`src/rtl/cpu_loader.sv`:
```
// cpu_loader: serial command interpreter between the UART and the CPU/memory pair.
// It writes memory, reads it back, sets the CPU start address, and drives CPU
// reset and halt from a byte stream.
//
// Commands (first byte), arguments, reply:
//   'W' addr_hi addr_lo count data...  write bytes, reply 'K' ('!' when not owner)
//   'R' addr_hi addr_lo count          send count bytes read back ('!' when not owner)
//   'X' addr_hi addr_lo                load start address, pulse cpu_reset, release, reply 'K'
//   'H'                                halt the CPU, wait for cpu_halted, take memory, reply 'K'
//   'S'                                reply {6'b0, overrun, cpu_halted}, then clear overrun
//   other                              reply '?'
//   A count of 0 means 256. Addresses wrap modulo 2^addr_width.
//
// Ports:
//   clk, reset                 clock, synchronous active-high reset
//   rx_data, rx_valid          received byte and its one-cycle strobe
//   tx_data, tx_start, tx_busy byte to send, one-cycle send strobe, transmitter busy
//   mem_waddr, mem_data_in,
//   mem_write                  memory write port (one-cycle strobe)
//   mem_raddr, mem_data_out    memory read port (data two cycles after the address)
//   owner                      1 while the loader drives the memory ports
//   cpu_reset, cpu_halt,
//   cpu_start_address,
//   cpu_halted                 CPU control and status
//
// Build option: define LOADER_READBACK_EN to implement 'R'. Without it 'R' is
// an unknown command and mem_raddr is tied to 0.

module cpu_loader #(
  parameter int unsigned addr_width = 9
) (
  input  logic                  clk,
  input  logic                  reset,
  input  logic [7:0]            rx_data,
  input  logic                  rx_valid,
  output logic [7:0]            tx_data,
  output logic                  tx_start,
  input  logic                  tx_busy,
  output logic [addr_width-1:0] mem_waddr,
  output logic [7:0]            mem_data_in,
  output logic                  mem_write,
  output logic [addr_width-1:0] mem_raddr,
  input  logic [7:0]            mem_data_out,
  output logic                  owner,
  output logic                  cpu_reset,
  output logic                  cpu_halt,
  output logic [addr_width-1:0] cpu_start_address,
  input  logic                  cpu_halted
);

  localparam logic [7:0] CMD_W    = 8'h57;
  localparam logic [7:0] CMD_X    = 8'h58;
  localparam logic [7:0] CMD_H    = 8'h48;
  localparam logic [7:0] CMD_S    = 8'h53;
`ifdef LOADER_READBACK_EN
  localparam logic [7:0] CMD_R    = 8'h52;
`endif
  localparam logic [7:0] RPL_OK   = 8'h4B;
  localparam logic [7:0] RPL_DENY = 8'h21;
  localparam logic [7:0] RPL_UNK  = 8'h3F;

  typedef enum logic [3:0] {
    IDLE,
    AHI,
    ALO,
    CNT,
    WDATA,
`ifdef LOADER_READBACK_EN
    RREQ,
    RW1,
    RW2,
`endif
    XRST,
    HWAIT,
    TXWAIT,
    TXGUARD
  } state_t;

  state_t                state_q, state_d;
  logic [7:0]            cmd_q, cmd_d;
  logic [7:0]            addr_hi_q, addr_hi_d;
  logic [addr_width-1:0] addr_q, addr_d;
  logic [8:0]            count_q, count_d;
  logic                  denied_q, denied_d;
  logic                  xcnt_q, xcnt_d;
  logic [addr_width-1:0] waddr_q, waddr_d;
  logic [7:0]            wdata_q, wdata_d;
  logic                  mem_write_q, mem_write_d;
  logic [7:0]            tx_data_q, tx_data_d;
  logic                  owner_q, owner_d;
  logic                  cpu_reset_q, cpu_reset_d;
  logic                  cpu_halt_q, cpu_halt_d;
  logic [addr_width-1:0] start_q, start_d;
  logic                  overrun_q, overrun_d;
  logic                  tx_fire;
  logic                  decode_en;
  logic                  waiting_input;
`ifdef LOADER_READBACK_EN
  logic [addr_width-1:0] raddr_q, raddr_d;
  logic                  rd_active_q, rd_active_d;
`else
  logic                  unused_rdata;
  assign unused_rdata = ^mem_data_out;
`endif

  always_ff @(posedge clk) begin
    if (reset) begin
      state_q     <= IDLE;
      cmd_q       <= '0;
      addr_hi_q   <= '0;
      addr_q      <= '0;
      count_q     <= '0;
      denied_q    <= 1'b0;
      xcnt_q      <= 1'b0;
      waddr_q     <= '0;
      wdata_q     <= '0;
      mem_write_q <= 1'b0;
      tx_data_q   <= '0;
      owner_q     <= 1'b1;
      cpu_reset_q <= 1'b1;
      cpu_halt_q  <= 1'b0;
      start_q     <= '0;
      overrun_q   <= 1'b0;
`ifdef LOADER_READBACK_EN
      raddr_q     <= '0;
      rd_active_q <= 1'b0;
`endif
    end else begin
      state_q     <= state_d;
      cmd_q       <= cmd_d;
      addr_hi_q   <= addr_hi_d;
      addr_q      <= addr_d;
      count_q     <= count_d;
      denied_q    <= denied_d;
      xcnt_q      <= xcnt_d;
      waddr_q     <= waddr_d;
      wdata_q     <= wdata_d;
      mem_write_q <= mem_write_d;
      tx_data_q   <= tx_data_d;
      owner_q     <= owner_d;
      cpu_reset_q <= cpu_reset_d;
      cpu_halt_q  <= cpu_halt_d;
      start_q     <= start_d;
      overrun_q   <= overrun_d;
`ifdef LOADER_READBACK_EN
      raddr_q     <= raddr_d;
      rd_active_q <= rd_active_d;
`endif
    end
  end

  always_comb begin
    state_d       = state_q;
    cmd_d         = cmd_q;
    addr_hi_d     = addr_hi_q;
    addr_d        = addr_q;
    count_d       = count_q;
    denied_d      = denied_q;
    xcnt_d        = xcnt_q;
    waddr_d       = waddr_q;
    wdata_d       = wdata_q;
    mem_write_d   = 1'b0;
    tx_data_d     = tx_data_q;
    owner_d       = owner_q;
    cpu_reset_d   = cpu_reset_q;
    cpu_halt_d    = cpu_halt_q;
    start_d       = start_q;
    overrun_d     = overrun_q;
    tx_fire       = 1'b0;
    decode_en     = 1'b0;
    waiting_input = 1'b0;
`ifdef LOADER_READBACK_EN
    raddr_d       = raddr_q;
    rd_active_d   = rd_active_q;
`endif

    case (state_q)
      IDLE: begin
        decode_en = 1'b1;
      end
      AHI: begin
        waiting_input = 1'b1;
        if (rx_valid) begin
          addr_hi_d = rx_data;
          state_d   = ALO;
        end
      end
      ALO: begin
        waiting_input = 1'b1;
        if (rx_valid) begin
          addr_d = addr_width'({addr_hi_q, rx_data});
          if (cmd_q == CMD_X) begin
            start_d     = addr_width'({addr_hi_q, rx_data});
            cpu_reset_d = 1'b1;
            cpu_halt_d  = 1'b0;
            xcnt_d      = 1'b0;
            state_d     = XRST;
          end else begin
            state_d = CNT;
          end
        end
      end
      CNT: begin
        waiting_input = 1'b1;
        if (rx_valid) begin
          count_d  = (rx_data == 8'h00) ? 9'd256 : {1'b0, rx_data};
          denied_d = ~owner_q;
`ifdef LOADER_READBACK_EN
          if (cmd_q == CMD_R) begin
            if (owner_q) begin
              rd_active_d = 1'b1;
              state_d     = RREQ;
            end else begin
              tx_data_d = RPL_DENY;
              state_d   = TXWAIT;
            end
          end else begin
            state_d = WDATA;
          end
`else
          state_d = WDATA;
`endif
        end
      end
      WDATA: begin
        waiting_input = 1'b1;
        if (rx_valid) begin
          // Denied writes still consume data bytes so the stream stays framed.
          if (!denied_q) begin
            waddr_d     = addr_q;
            wdata_d     = rx_data;
            mem_write_d = 1'b1;
          end
          addr_d  = addr_q + addr_width'(1);
          count_d = count_q - 9'd1;
          if (count_q == 9'd1) begin
            tx_data_d = denied_q ? RPL_DENY : RPL_OK;
            state_d   = TXWAIT;
          end
        end
      end
`ifdef LOADER_READBACK_EN
      RREQ: begin
        raddr_d = addr_q;
        state_d = RW1;
      end
      RW1: begin
        state_d = RW2;
      end
      RW2: begin
        tx_data_d = mem_data_out;
        addr_d    = addr_q + addr_width'(1);
        count_d   = count_q - 9'd1;
        state_d   = TXWAIT;
      end
`endif
      XRST: begin
        if (xcnt_q) begin
          cpu_reset_d = 1'b0;
          owner_d     = 1'b0;
          tx_data_d   = RPL_OK;
          state_d     = TXWAIT;
        end else begin
          xcnt_d = 1'b1;
        end
      end
      HWAIT: begin
        if (cpu_halted) begin
          owner_d   = 1'b1;
          tx_data_d = RPL_OK;
          state_d   = TXWAIT;
        end
      end
      TXWAIT: begin
        if (!tx_busy) begin
          tx_fire = 1'b1;
          state_d = TXGUARD;
        end
      end
      TXGUARD: begin
`ifdef LOADER_READBACK_EN
        if (rd_active_q && (count_q != 9'd0)) begin
          state_d = RREQ;
        end else begin
          rd_active_d = 1'b0;
          state_d     = IDLE;
          decode_en   = 1'b1;
        end
`else
        state_d   = IDLE;
        decode_en = 1'b1;
`endif
      end
      default: begin
        state_d = IDLE;
      end
    endcase

    // A byte arriving on the cycle we return to IDLE is decoded, not dropped,
    // so command decode also runs from TXGUARD when it heads for IDLE.
    if (decode_en) begin
      waiting_input = 1'b1;
      if (rx_valid) begin
        case (rx_data)
`ifdef LOADER_READBACK_EN
          CMD_W, CMD_X, CMD_R: begin
`else
          CMD_W, CMD_X: begin
`endif
            cmd_d   = rx_data;
            state_d = AHI;
          end
          CMD_H: begin
            cpu_halt_d = 1'b1;
            state_d    = HWAIT;
          end
          CMD_S: begin
            tx_data_d = {6'b0, overrun_q, cpu_halted};
            overrun_d = 1'b0;
            state_d   = TXWAIT;
          end
          default: begin
            tx_data_d = RPL_UNK;
            state_d   = TXWAIT;
          end
        endcase
      end
    end

    if (rx_valid && !waiting_input) begin
      overrun_d = 1'b1;
    end
  end

  // tx_start is taken straight from the TXWAIT condition so it can never
  // coincide with tx_busy; a synchronous reset suppresses it at once.
  assign tx_start          = tx_fire & ~reset;
  assign tx_data           = tx_data_q;
  assign mem_waddr         = waddr_q;
  assign mem_data_in       = wdata_q;
  assign mem_write         = mem_write_q;
  assign owner             = owner_q;
  assign cpu_reset         = cpu_reset_q;
  assign cpu_halt          = cpu_halt_q;
  assign cpu_start_address = start_q;
`ifdef LOADER_READBACK_EN
  assign mem_raddr         = raddr_q;
`else
  assign mem_raddr         = '0;
`endif

endmodule

```
`config.mk`:
```
export PLATFORM = sky130hd
export DESIGN_NAME = cpu_loader
export DESIGN_NICKNAME = d
export VERILOG_FILES = /design/src/rtl/cpu_loader.sv
export SDC_FILE = /design/constraint.sdc
export NUM_CORES = 1
export LEC_CHECK = 0
export CORE_MARGIN = 2
export CORE_UTILIZATION = 30
export DETAILED_ROUTE_END_ITERATION = 8
export PLACE_DENSITY_LB_ADDON = 0.3
export SYNTH_ARGS = -nofsm -noshare
export SYNTH_HDL_FRONTEND = slang
export SYNTH_SLANG_ARGS = --single-unit
```
`constraint.sdc`:
```
create_clock -name clk -period 2.3 [get_ports clk]
set_input_delay 0.46 -clock clk [delete_from_list [all_inputs] [get_ports clk]]
set_output_delay 0.46 -clock clk [all_outputs]
set_load 0.05 [all_outputs]
```
# Word level (Yosys, flattened, before mapping)
# Cells that the tools add are included.
# totals
in_bits	21
out_inout_bits	48
reg_bits	72
# op_classes
eq_ne	20
addsub	2
n_reduce_logical	27
muxes	54
n_bitwise	6
# op_table
cell	n
2-to-1 mux 8 bit	6
2-to-1 mux 9 bit	5
equality test 8 x 7 -> 1 bit, second input constant	5
2-to-1 mux 4 bit	10
one-hot mux 9 bit (2 select lines)	2
one-hot mux 4 bit (8 select lines)	1
one-hot mux 8 bit (3 select lines)	1
AND reduction 3 bit	8
2-to-1 mux 1 bit	22
equality test 4 x 3 -> 1 bit, second input constant	4
one-hot mux 8 bit (2 select lines)	1
nonzero test 2 bit	7
inequality test 2 bit, second input constant	6
adder 9 x 1 -> 9 bit, second input constant	1
equality test 9 x 1 -> 1 bit, second input constant	1
subtractor 9 x 1 -> 9 bit, second input constant	1
equality test 4 x 2 -> 1 bit, second input constant	2
logical NOT 8 bit	1
2-to-1 mux 7 bit	1
one-hot mux 1 bit (2 select lines)	3
one-hot mux 3 bit (2 select lines)	1
OR reduction 3 bit	2
NOT 1 bit	5
equality test 4 x 1 -> 1 bit, second input constant	1
other kinds (10)	12

# Depth between registers and ports, before layout
# Gate-level depths: netlist of the first run.
# depth
ltp_word	8
mapped_depth	8
depth_no_buf	7

# Worst setup path before layout of the first run
# OpenSTA, ideal clock, no wires.
# synth_path
path_type	input to register
start	input rx_data[0]
end	register tx_data_q[0] (netlist: tx_data[0])
path_stages	6
n_path_buf	1
arrival_time_ps	1774
setup_ps	119
setup_slack_ps	407
path_cell_list	clkbuf_1 > nor4b_1 > a21oi_1 > o21ai_0 > nand2_1 > o221a_2
# synth_via
elab_chain_cells	5
word_cells_on_any_way	8
# synth_rtl
element	line	text
from (decl)	34	input logic [7:0] rx_data,
equality test 8 x 7 -> 1 bit	304	case (rx_data)
OR reduction 3 bit (no source line)	n/a	
one-hot mux 8 bit (2 select lines) (*)	304	
2-to-1 mux 8 bit (*)	303	if (rx_valid) begin
2-to-1 mux 8 bit (*)	301	if (decode_en) begin
to (signal assigned)	139	tx_data_q <= tx_data_d;
to (decl)	89	logic [7:0] tx_data_q, tx_data_d;
# Every way passes the cells marked *; elsewhere a longest branch is shown, timed or not.
# A chain may end at the register's enable or synchronous reset.

# Worst setup path in the final report of the first run
# layout_path
start	register count_q[1]
end	register tx_data_q[1] (netlist: tx_data[1])
# layout_via
elab_chain_cells	7
# layout_rtl
element	line	text
from (decl)	83	logic [8:0] count_q, count_d;
from (signal assigned)	133	count_q <= count_d;
equality test 9 x 1 -> 1 bit (*)	236	if (count_q == 9'd1) begin
2-to-1 mux 8 bit (*)	236	
2-to-1 mux 8 bit (*)	227	if (rx_valid) begin
one-hot mux 8 bit (3 select lines) (*)	177	case (state_q)
one-hot mux 8 bit (2 select lines)	304	
2-to-1 mux 8 bit	303	
2-to-1 mux 8 bit (*)	301	
# Marks and branches as above.

==> qor.csv, run 1 <==
metric,value,unit
status,completed,
most numerous cell in the Yosys netlist,dfxtp_1,
Worst setup SP type,register,
Pre-antenna DRT Iters,5,
drt drc,0,
average wire per standard cell,14.8,um
Clock Latency Late Sink,330,ps
Via density,5.02,
aggregate global-route resource usage,15.5,%
area grow syn2layout,34.0,%
"area leader, netlist",dfxtp_1,
max_cap viols,0,
Cell Rows,39,
Tightest Pin Transition,712,ps
Worst EP required,2530,ps
Worst setup EP type,register,
"Max FO, Critical Path",6,
"Clk pin slew, worst setup/hold paths",50,ps
DRT antenna net count,0,
Initial Utilization,30.4,%
FF-to-FF path depth,8,
final core utilization,40.8,%
Final nets,506,
core area,11300,um^2
Final Total Pwr,4.49,mW
GR Util met2,24.2,%
final worst path period share,90.9,%
Post-Syn Area,3430,um^2
IO Pins,69,
Hold EP,cmd_q[2],
arrival time worst endpoint,2320,ps
register share of total power,33.5,%
diode count,0,
TritonCTS clock tree,yes,
antenna violations before repair,0,
Via Count,3159,
Hold Crit Start,cmd_q[2],
reg2reg start,count_q[1],
"top cells by count, synth","dfxtp_1 (72), nor2_1 (62), nand2_1 (35), mux2i_1 (28), o21ai_0 (25)",
Syn Area/Cell,8.39,um^2
Switch Pwr,1.53,mW
die area,12300,um^2
final hold violation count,0,
Int Pwr,2.96,mW
post-synth top area share,42.0,%
CTS max path bufs,2,
LEAKAGE,1.94,nW
Iteration-0 DRC Markers,191,
Placed Area,4280,um^2
CP Class,reg2reg,
Worst VDD drop,0.439,mV
Die Ht,111,um
Comb pwr share,32.9,%
largest net degree at the start of global routing,67,
Hold Path Stages,2,
post-DP HPWL,6470,um
synthesized instance count,409,
vias in the first global route,3136,
Post-Layout Inst Area,4600,um^2
Setup Viol. Count Final,0,
Yosys cell types,56,
path type of the worst min-delay path,reg2reg,
GP Congestion,0.800,
met3 usage,3.83,%
slew margin rel.,52.6,%
Setup Skew,5.60,ps
ys async rst share,0,%
final wirelength,9280,um
I/O Buffers,51,
Synth Flop Type,dfxtp_1,
Die X,111,um
"Seq/Total Area, Yosys",42.0,%
first-pass GRT wire length,15500,um
max frequency,0.478,GHz
Synthesis Warnings,0,
"EDFF count, synth",0,
CTS buffer count,9,
sw frac,34.0,%
Yosys reg bits,72,
met1 usage,20.8,%
capture point of the worst reg-to-reg path,tx_data[1],
post-cts hold buffer count,0,
fin crit period,2090,ps
gr busiest metal,met2,
Post CTS Setup Buffer Count,0,
PD cells,976,nW/um^2
unrepaired setup endpoints after global routing,no,
PostCTS Resize Cnt,0,
layout cells sized above 1,13.2,%
Fill cells,1106,
Final Max Tran Viols,0,
Root Driver,clkbuf_16,
grt ovf,0,
hold slack final,452,ps
CTS sink cnt,72,
clock network power share,33.6,%
Reg2Reg Setup Slack,210,ps
"top cells by area, synth","dfxtp_1 (42%), mux2i_1 (8.2%), nor2_1 (6.8%)",
CTS H-tree lvls,3,
-- critical path: stages, from the launching register on --
cell and delay, ps:
dfxtp_1 320, inv_1 100, ha_1 160, nor4b_1 330, buf_4 180, a311o_1 210, nand3_1 220, o21a_1 270
a211oi_1 200
-- state kept, by name, summed over array words and instances (netlist names) --
register,flops
addr_q,9
count_q,9
cpu_start_address,9
mem_waddr,9
cmd_q,8
mem_data_in,8
tx_data,8
state_q,4
addr_hi_q,1
cpu_halt,1
cpu_reset,1
denied_q,1
mem_write,1
overrun_q,1
owner,1
xcnt_q,1
-- layout make-up --
| type | count | area (um^2) | share of cell area, % |
|---|---|---|---|
| clock inverters | 3 | 65.1 | 1.41 |
| clock buffers | 12 | 256 | 5.58 |
| multi-input cells | 302 | 1800 | 39.2 |
| flip-flops and latches | 72 | 1440 | 31.3 |
| inverters | 8 | 30.0 | 0.653 |
| well taps | 143 | 179 | 3.89 |
| repair buffers | 89 | 826 | 18.0 |
-- per-layer routing --
layer  vias to the layer above  share of wire [%]
li1                       1582                  -
met1                      1493                 48
met2                        82                 46
met3                         2                5.5
met4                         0               0.66
met5                         -                  0
-- cells by family (layout without fill, tap and decap cells) --
kind of cell               Yosys count  in the layout  share of synthesized area (%)
other                                1              9                          0.109
adders and majority gates            3              3                           1.09
muxes                               28             28                           8.17
buffers and inverters               43            112                           6.56
xor gates and xnor gates             1              1                          0.255
AOI/OAI and AO/OA                   89             89                           16.9
DFF                                 72             72                           42.0
and+or+nand+nor                    172            172                           24.9
-- layout by cell type (no fill, tap or decap), types with 4 or more instances in the layout --
cell / count
o21ai_0: 25
buf_4: 36
clkbuf_16: 9
a22oi_1: 8
a31oi_1: 4
and3_1: 8
a211oi_1: 6
nand3b_1: 5
nor2b_1: 6
inv_1: 8
dfxtp_1: 72
clkdlybuf4s50_1: 49
nand4_1: 6
nand2b_1: 5
mux2i_1: 28
nor3_1: 11
conb_1: 9
a21oi_1: 24
nand3_1: 10
nand2_1: 35
nor2_1: 62
-- power by group through the flow --
stage | Sequential (mW) | Combinational (mW) | Clock, mW
floorplan | 1.68 | 0.895 | 0
global placement | 1.52 | 1.44 | 0
detailed placement | 1.53 | 1.47 | 0
CTS | 1.50 | 1.48 | 1.54
global route | 1.53 | 1.62 | 1.59
finish | 1.50 | 1.48 | 1.51
-- metrics by stage --
stage	instances	setup TNS, ps	setup WS [ps]
6_report	629	0	209
4_1_cts	629	0	224
3_5_place_dp	614	-4.76	-4.76
3_3_place_gp	614	0	7.62
2_1_floorplan	417	0	407
5_1_grt	629	0	79.5
-- how the worst max path moves through the flow --
stage	startpoint	endpoint	slack, ps	depth (start not counted)
after floorplan	rx_data[0]	tx_data[0]	410	6
after global placement	rx_data[7]	overrun_q	8	7
after detailed placement	rx_data[2]	tx_data[0]	-5	8
after CTS	count_q[1]	tx_data[1]	220	8
after global routing	count_q[1]	tx_data[3]	80	8
final	count_q[1]	tx_data[1]	210	8
(Power assumes the default switching activity.)
==> run 2, diff against run 1 <==
--- a/config.mk
+++ b/config.mk
@@ -5,6 +5,7 @@
 export SDC_FILE = /design/constraint.sdc
 export NUM_CORES = 1
 export LEC_CHECK = 0
+export CAP_MARGIN = 0
 export CORE_MARGIN = 2
 export CORE_UTILIZATION = 30
 export DETAILED_ROUTE_END_ITERATION = 8
==> results of run 2 <==
Final layout, timing and power as in run 1 (identical DEF).
==> run 3, diff against run 2 <==
--- a/config.mk
+++ b/config.mk
@@ -6,6 +6,7 @@
 export NUM_CORES = 1
 export LEC_CHECK = 0
 export CAP_MARGIN = 0
+export CORE_ASPECT_RATIO = 1.75
 export CORE_MARGIN = 2
 export CORE_UTILIZATION = 30
 export DETAILED_ROUTE_END_ITERATION = 8
==> run 3 against run 2 <==
Net effect:
- die area grew 0.28%
- sequential share of layout area grew 0.13 points
- highest routed layer unchanged
- fmax shrank 3.9%
- hold slack gained 0.55 ps
- sequential power is essentially flat
- combinational power is essentially flat
- power grew 0.38%
- register-to-register slack gained 70 ps
- via count grew 0.92%
- clock skew shrank 1.6 ps
- global-route usage grew 0.31 points
==> qor.csv, run 3 (synthesis gave the netlist of run 1 again) <==
metric,value,unit,change
status,completed,,
CP peak stage delay,450,ps,+120 ps
CTS buffer count,9,,unchanged
Worst VDD drop,0.664,mV,+51%
arrival time worst endpoint,1720,ps,-600 ps
unrepaired setup endpoints after global routing,no,,
Worst EP required,1840,ps,-690 ps
Buf/Inv on CP,2,,unchanged
DRT antenna net count,0,,unchanged
hold slack final,453,ps,+0.551 ps
PD cells,984,nW/um^2,+0.79%
Placed Area,4260,um^2,-0.44%
path type of the worst min-delay path,reg2reg,,
post-cts hold buffer count,0,,unchanged
"most common cell after layout, fill and taps aside",dfxtp_1,,
die area,12300,um^2,+0.28%
average wire per standard cell,15.4,um,+4.3%
Final Total Pwr,4.51,mW,+0.38%
final cell count without fillers,620,,-1.4%
layout cells sized above 1,13.7,%,+0.56 points
CTS max path bufs,2,,unchanged
CP Class,reg2out,,
Final Max Tran Viols,0,,unchanged
critical path cell sequence,"buf_4, nand2_1, nor2_1, and3_1, buf_4",,
Setup Skew,3.96,ps,-1.64 ps
Setup Viol. Count Final,0,,unchanged
max_cap viols,0,,unchanged
final hold violation count,0,,unchanged
Final nets,507,,+0.20%
largest net degree at the start of global routing,67,,unchanged
diode count,0,,unchanged
grt ovf,0,,unchanged
CTS H-tree lvls,3,,unchanged
Pre-antenna DRT Iters,4,,-1
LEAKAGE,1.94,nW,+0.31%
post-DP HPWL,7020,um,+8.6%
GP Congestion,0.880,,+9.9%
vias in the first global route,3145,,+0.29%
pre-CTS setup slack,-10.2,ps,-5.44 ps
final worst path period share,94.6,%,+3.7 points
"Clk pin slew, worst setup/hold paths",60,ps,about the same
Iteration-0 DRC Markers,134,,-30%
I/O Buffers,51,,unchanged
drt drc,0,,unchanged
setup TNS,0,ps,unchanged
Top delay family on crit path,simple AND/OR/NAND/NOR gates,,
PostCTS Resize Cnt,0,,unchanged
Cell Rows,51,,+31%
final wirelength,9540,um,+2.8%
cell mode on critical path,buf_4,,
"Max FO, Critical Path",13,,+7
Final Worst Setup Slack,124,ps,-85.0 ps
area grow syn2layout,33.5,%,
TritonCTS clock tree,yes,,
Via density,5.14,,+2.4%
CTS sink cnt,72,,unchanged
fin crit period,2180,ps,+85.0 ps
aggregate global-route resource usage,15.8,%,+0.31 points
Die Ht,145,um,+31%
Die X,84.9,um,-24%
slew margin rel.,53.0,%,+0.43 points
max frequency,0.460,GHz,-3.9%
Post CTS Setup Buffer Count,0,,unchanged
Clock Latency Late Sink,340,ps,about the same
antenna violations before repair,0,,unchanged
Tightest Pin Transition,705,ps,-6.40 ps
final core utilization,41.0,%,+0.22 points
Worst setup EP type,primary output,,
dpl cells,604,,-1.6%
core area,11200,um^2,-0.93%
IO Pins,69,,unchanged
Root Driver,clkbuf_16,,
Worst path slowest cell,dfxtp_1,,
Initial Utilization,30.7,%,+0.29 points
Via Count,3188,,+0.92%
Post-Layout Inst Area,4580,um^2,-0.41%
first-pass GRT wire length,15600,um,+0.54%
"commonest cells after routing, fill and taps aside","dfxtp_1 (72), nor2_1 (62), clkdlybuf4s50_1 (49), buf_4 (38), nand2_1 (35)",,
Worst setup SP type,register,,
## run 3: changes by cell type in the layout (fill, tap and decap cells not counted)
cell,delta
clkinv_2,+1
clkbuf_1,-1
buf_4,+2
clkinv_4,+3
buf_12,-1
clkbuf_8,-2
## run 3: worst paths after layout
| path | from | to | slack, ps | cells past startpoint |
|---|---|---|---|---|
| worst max-delay path | state_q[0] | tx_start | 120 | 5 |
| worst max register to register | count_q[1] | tx_data[3] | 280 | 8 |
| worst min-delay path | cmd_q[3] | cmd_q[3] | 450 | 2 |
| worst min register to register | cmd_q[3] | cmd_q[3] | 450 | 2 |
## run 3: metal layers
layer	global-route usage, %	routed length (um)
met1	16.9	3710
met2	27.9	5190
met3	2.95	286
met4	10.1	355
met5	0	0
## run 3: final cells by class
cell class / instances / area (um^2)
Multi-Input combinational cell: 302 / 1800
Clock buffer: 9 / 225
Tap cell: 132 / 165
Inverter: 8 / 30.0
Fill cell: 1121 / 6590
Clock inverter: 7 / 96.3
Sequential cell: 72 / 1440
Timing Repair Buffer: 90 / 821
## run 3: tightest hold or removal path, delay by kind of cell (launching register included)
family | cells | cell delay [ps]
compound gates | 1 | 50
flops | 1 | 300
simple gates | 1 | 50
## run 3: where the power goes
part | internal [mW] | switching, mW | total (mW)
clock | 0.950 | 0.546 | 1.50
sequential | 1.39 | 0.124 | 1.51
combinational | 0.597 | 0.905 | 1.50
==> RTL edit (settings of run 1) <==
Set the parameter `addr_width` to 8 (it was 9).
--- a/src/rtl/cpu_loader.sv
+++ b/src/rtl/cpu_loader.sv
@@ -28,5 +28,5 @@
 
 module cpu_loader #(
-  parameter int unsigned addr_width = 9
+  parameter int unsigned addr_width = 8
 ) (
   input  logic                  clk,
Interface: changed (resized cpu_start_address, mem_raddr and mem_waddr); port bits go from 69 to 66. No check against the original RTL was run, so the function may have changed too.
==> RTL edit against run 1 <==
Final area is 7.2% lower; setup slack worse by 40 ps; sequential power is 3% lower; clock skew is 2.9 ps higher; wire length is 4.2% lower; first-iteration DRC count is 18% lower; synthesized area is 3.1% lower; total power is 20% lower; via count is 2.5% lower; global-route usage is 0.59 points higher; sequential cell count is 4 lower; clock power is 33% lower; critical path depth is 4 lower; synthesized cell count is 0.49% higher.
==> RTL edit: results (changes against run 1) <==
<table>
<tr><th>Metric</th><th>Value</th></tr>
<tr><th colspan="2">Finish</th></tr>
<tr><td>Post-layout util</td><td>39.4% (-1.4 points)</td></tr>
<tr><td>Cell area after layout</td><td>0.00427 mm² (-7.2%)</td></tr>
<tr><td>Number of non-clock buffers in the layout</td><td>80 (-10%)</td></tr>
<tr><td>Number of non-clock inverters</td><td>9 (+1)</td></tr>
<tr><td>Fill cells</td><td>1130 (+2.2%)</td></tr>
<tr><td>Layout cells sized above 1</td><td>14.0% (+0.82 points)</td></tr>
<tr><th colspan="2">Synthesis</th></tr>
<tr><td>Largest cells by area after synthesis</td><td>sky130_fd_sc_hd__dfxtp_1 41%, sky130_fd_sc_hd__nand2_1 7.9%, sky130_fd_sc_hd__a21oi_1 6.2%</td></tr>
<tr><td>Number of instances in the synthesized netlist</td><td>411 (+0.49%)</td></tr>
<tr><td>Distinct cell type count after synthesis</td><td>58 (+3.6%)</td></tr>
<tr><th colspan="2">Power</th></tr>
<tr><td>Power Internal</td><td>0.00224 W (-24%)</td></tr>
<tr><th colspan="2">Place</th></tr>
<tr><td>Total cell area at the placement stage</td><td>0.00406 mm² (-5.0%)</td></tr>
<tr><td>Inst Count DP</td><td>603 (-1.8%)</td></tr>
<tr><td>Half-perimeter wire length after detailed placement</td><td>6250 µm (-3.4%)</td></tr>
<tr><th colspan="2">Timing</th></tr>
<tr><td>Highest clock frequency the design can meet</td><td>0.469 GHz (-1.9%)</td></tr>
<tr><td>Max transition margin</td><td>58.7% (+6.1 points)</td></tr>
<tr><th colspan="2">Critical path</th></tr>
<tr><td>Capturing instance or port of the critical path</td><td>tx_start</td></tr>
<tr><td>CP top delay family</td><td>flip-flops</td></tr>
<tr><td>Critical Path Start</td><td>state_q[2]</td></tr>
<tr><td>Slowest CP cell</td><td>sky130_fd_sc_hd__dfxtp_1</td></tr>
<tr><th colspan="2">Detailed routing</th></tr>
<tr><td>Detailed-routed wire length on met3</td><td>424 µm (-17%)</td></tr>
<tr><td>Routed metal-1 wire length</td><td>4420 µm (-0.32%)</td></tr>
<tr><td>Vias post-DR</td><td>3081 (-2.5%)</td></tr>
<tr><th colspan="2">Global route</th></tr>
<tr><td>M3 GR Usage</td><td>3.95% (+0.12 points)</td></tr>
<tr><td>Via count of the first global-routing pass</td><td>2977 (-5.1%)</td></tr>
<tr><td>Largest net degree at the start of global routing</td><td>50 (-25%)</td></tr>
<tr><th colspan="2">Clock network</th></tr>
<tr><td>Clock-pin slew on the worst setup and hold paths</td><td>80 ps (+30 ps)</td></tr>
<tr><th colspan="2">Min path</th></tr>
<tr><td>Terminating pin of the worst hold path</td><td>tx_data[6]</td></tr>
<tr><th colspan="2">Status</th></tr>
<tr><td>Run status</td><td>complete, no violations</td></tr>
</table>
[RTL edit: changes by cell type in the layout (fill, tap and decap cells not counted), moves of 5 or more]
cell                        delta
sky130_fd_sc_hd__mux2i_1      -20
sky130_fd_sc_hd__a21oi_1      +17
sky130_fd_sc_hd__buf_4         -5
sky130_fd_sc_hd__clkbuf_8      +7
sky130_fd_sc_hd__nand2_1      +35
sky130_fd_sc_hd__nand3b_1      -5
sky130_fd_sc_hd__clkbuf_16     -9
sky130_fd_sc_hd__nor2_1       -32
sky130_fd_sc_hd__dfxtp_1       -6
[RTL edit: cell families (layout without fill, tap and decap cells)]
group	count (synthesis)	count (layout)	share of synthesized area [%]
AO/OA/AOI/OAI	110	110	19.9
adder cells (fa/ha/maj)	3	3	1.13
buffers and inverters	44	105	6.92
XOR/XNOR	1	1	0.264
AND/OR/NAND/NOR	176	176	28.3
multiplexers	8	8	2.41
flip-flops	68	68	40.9
other	1	8	0.113
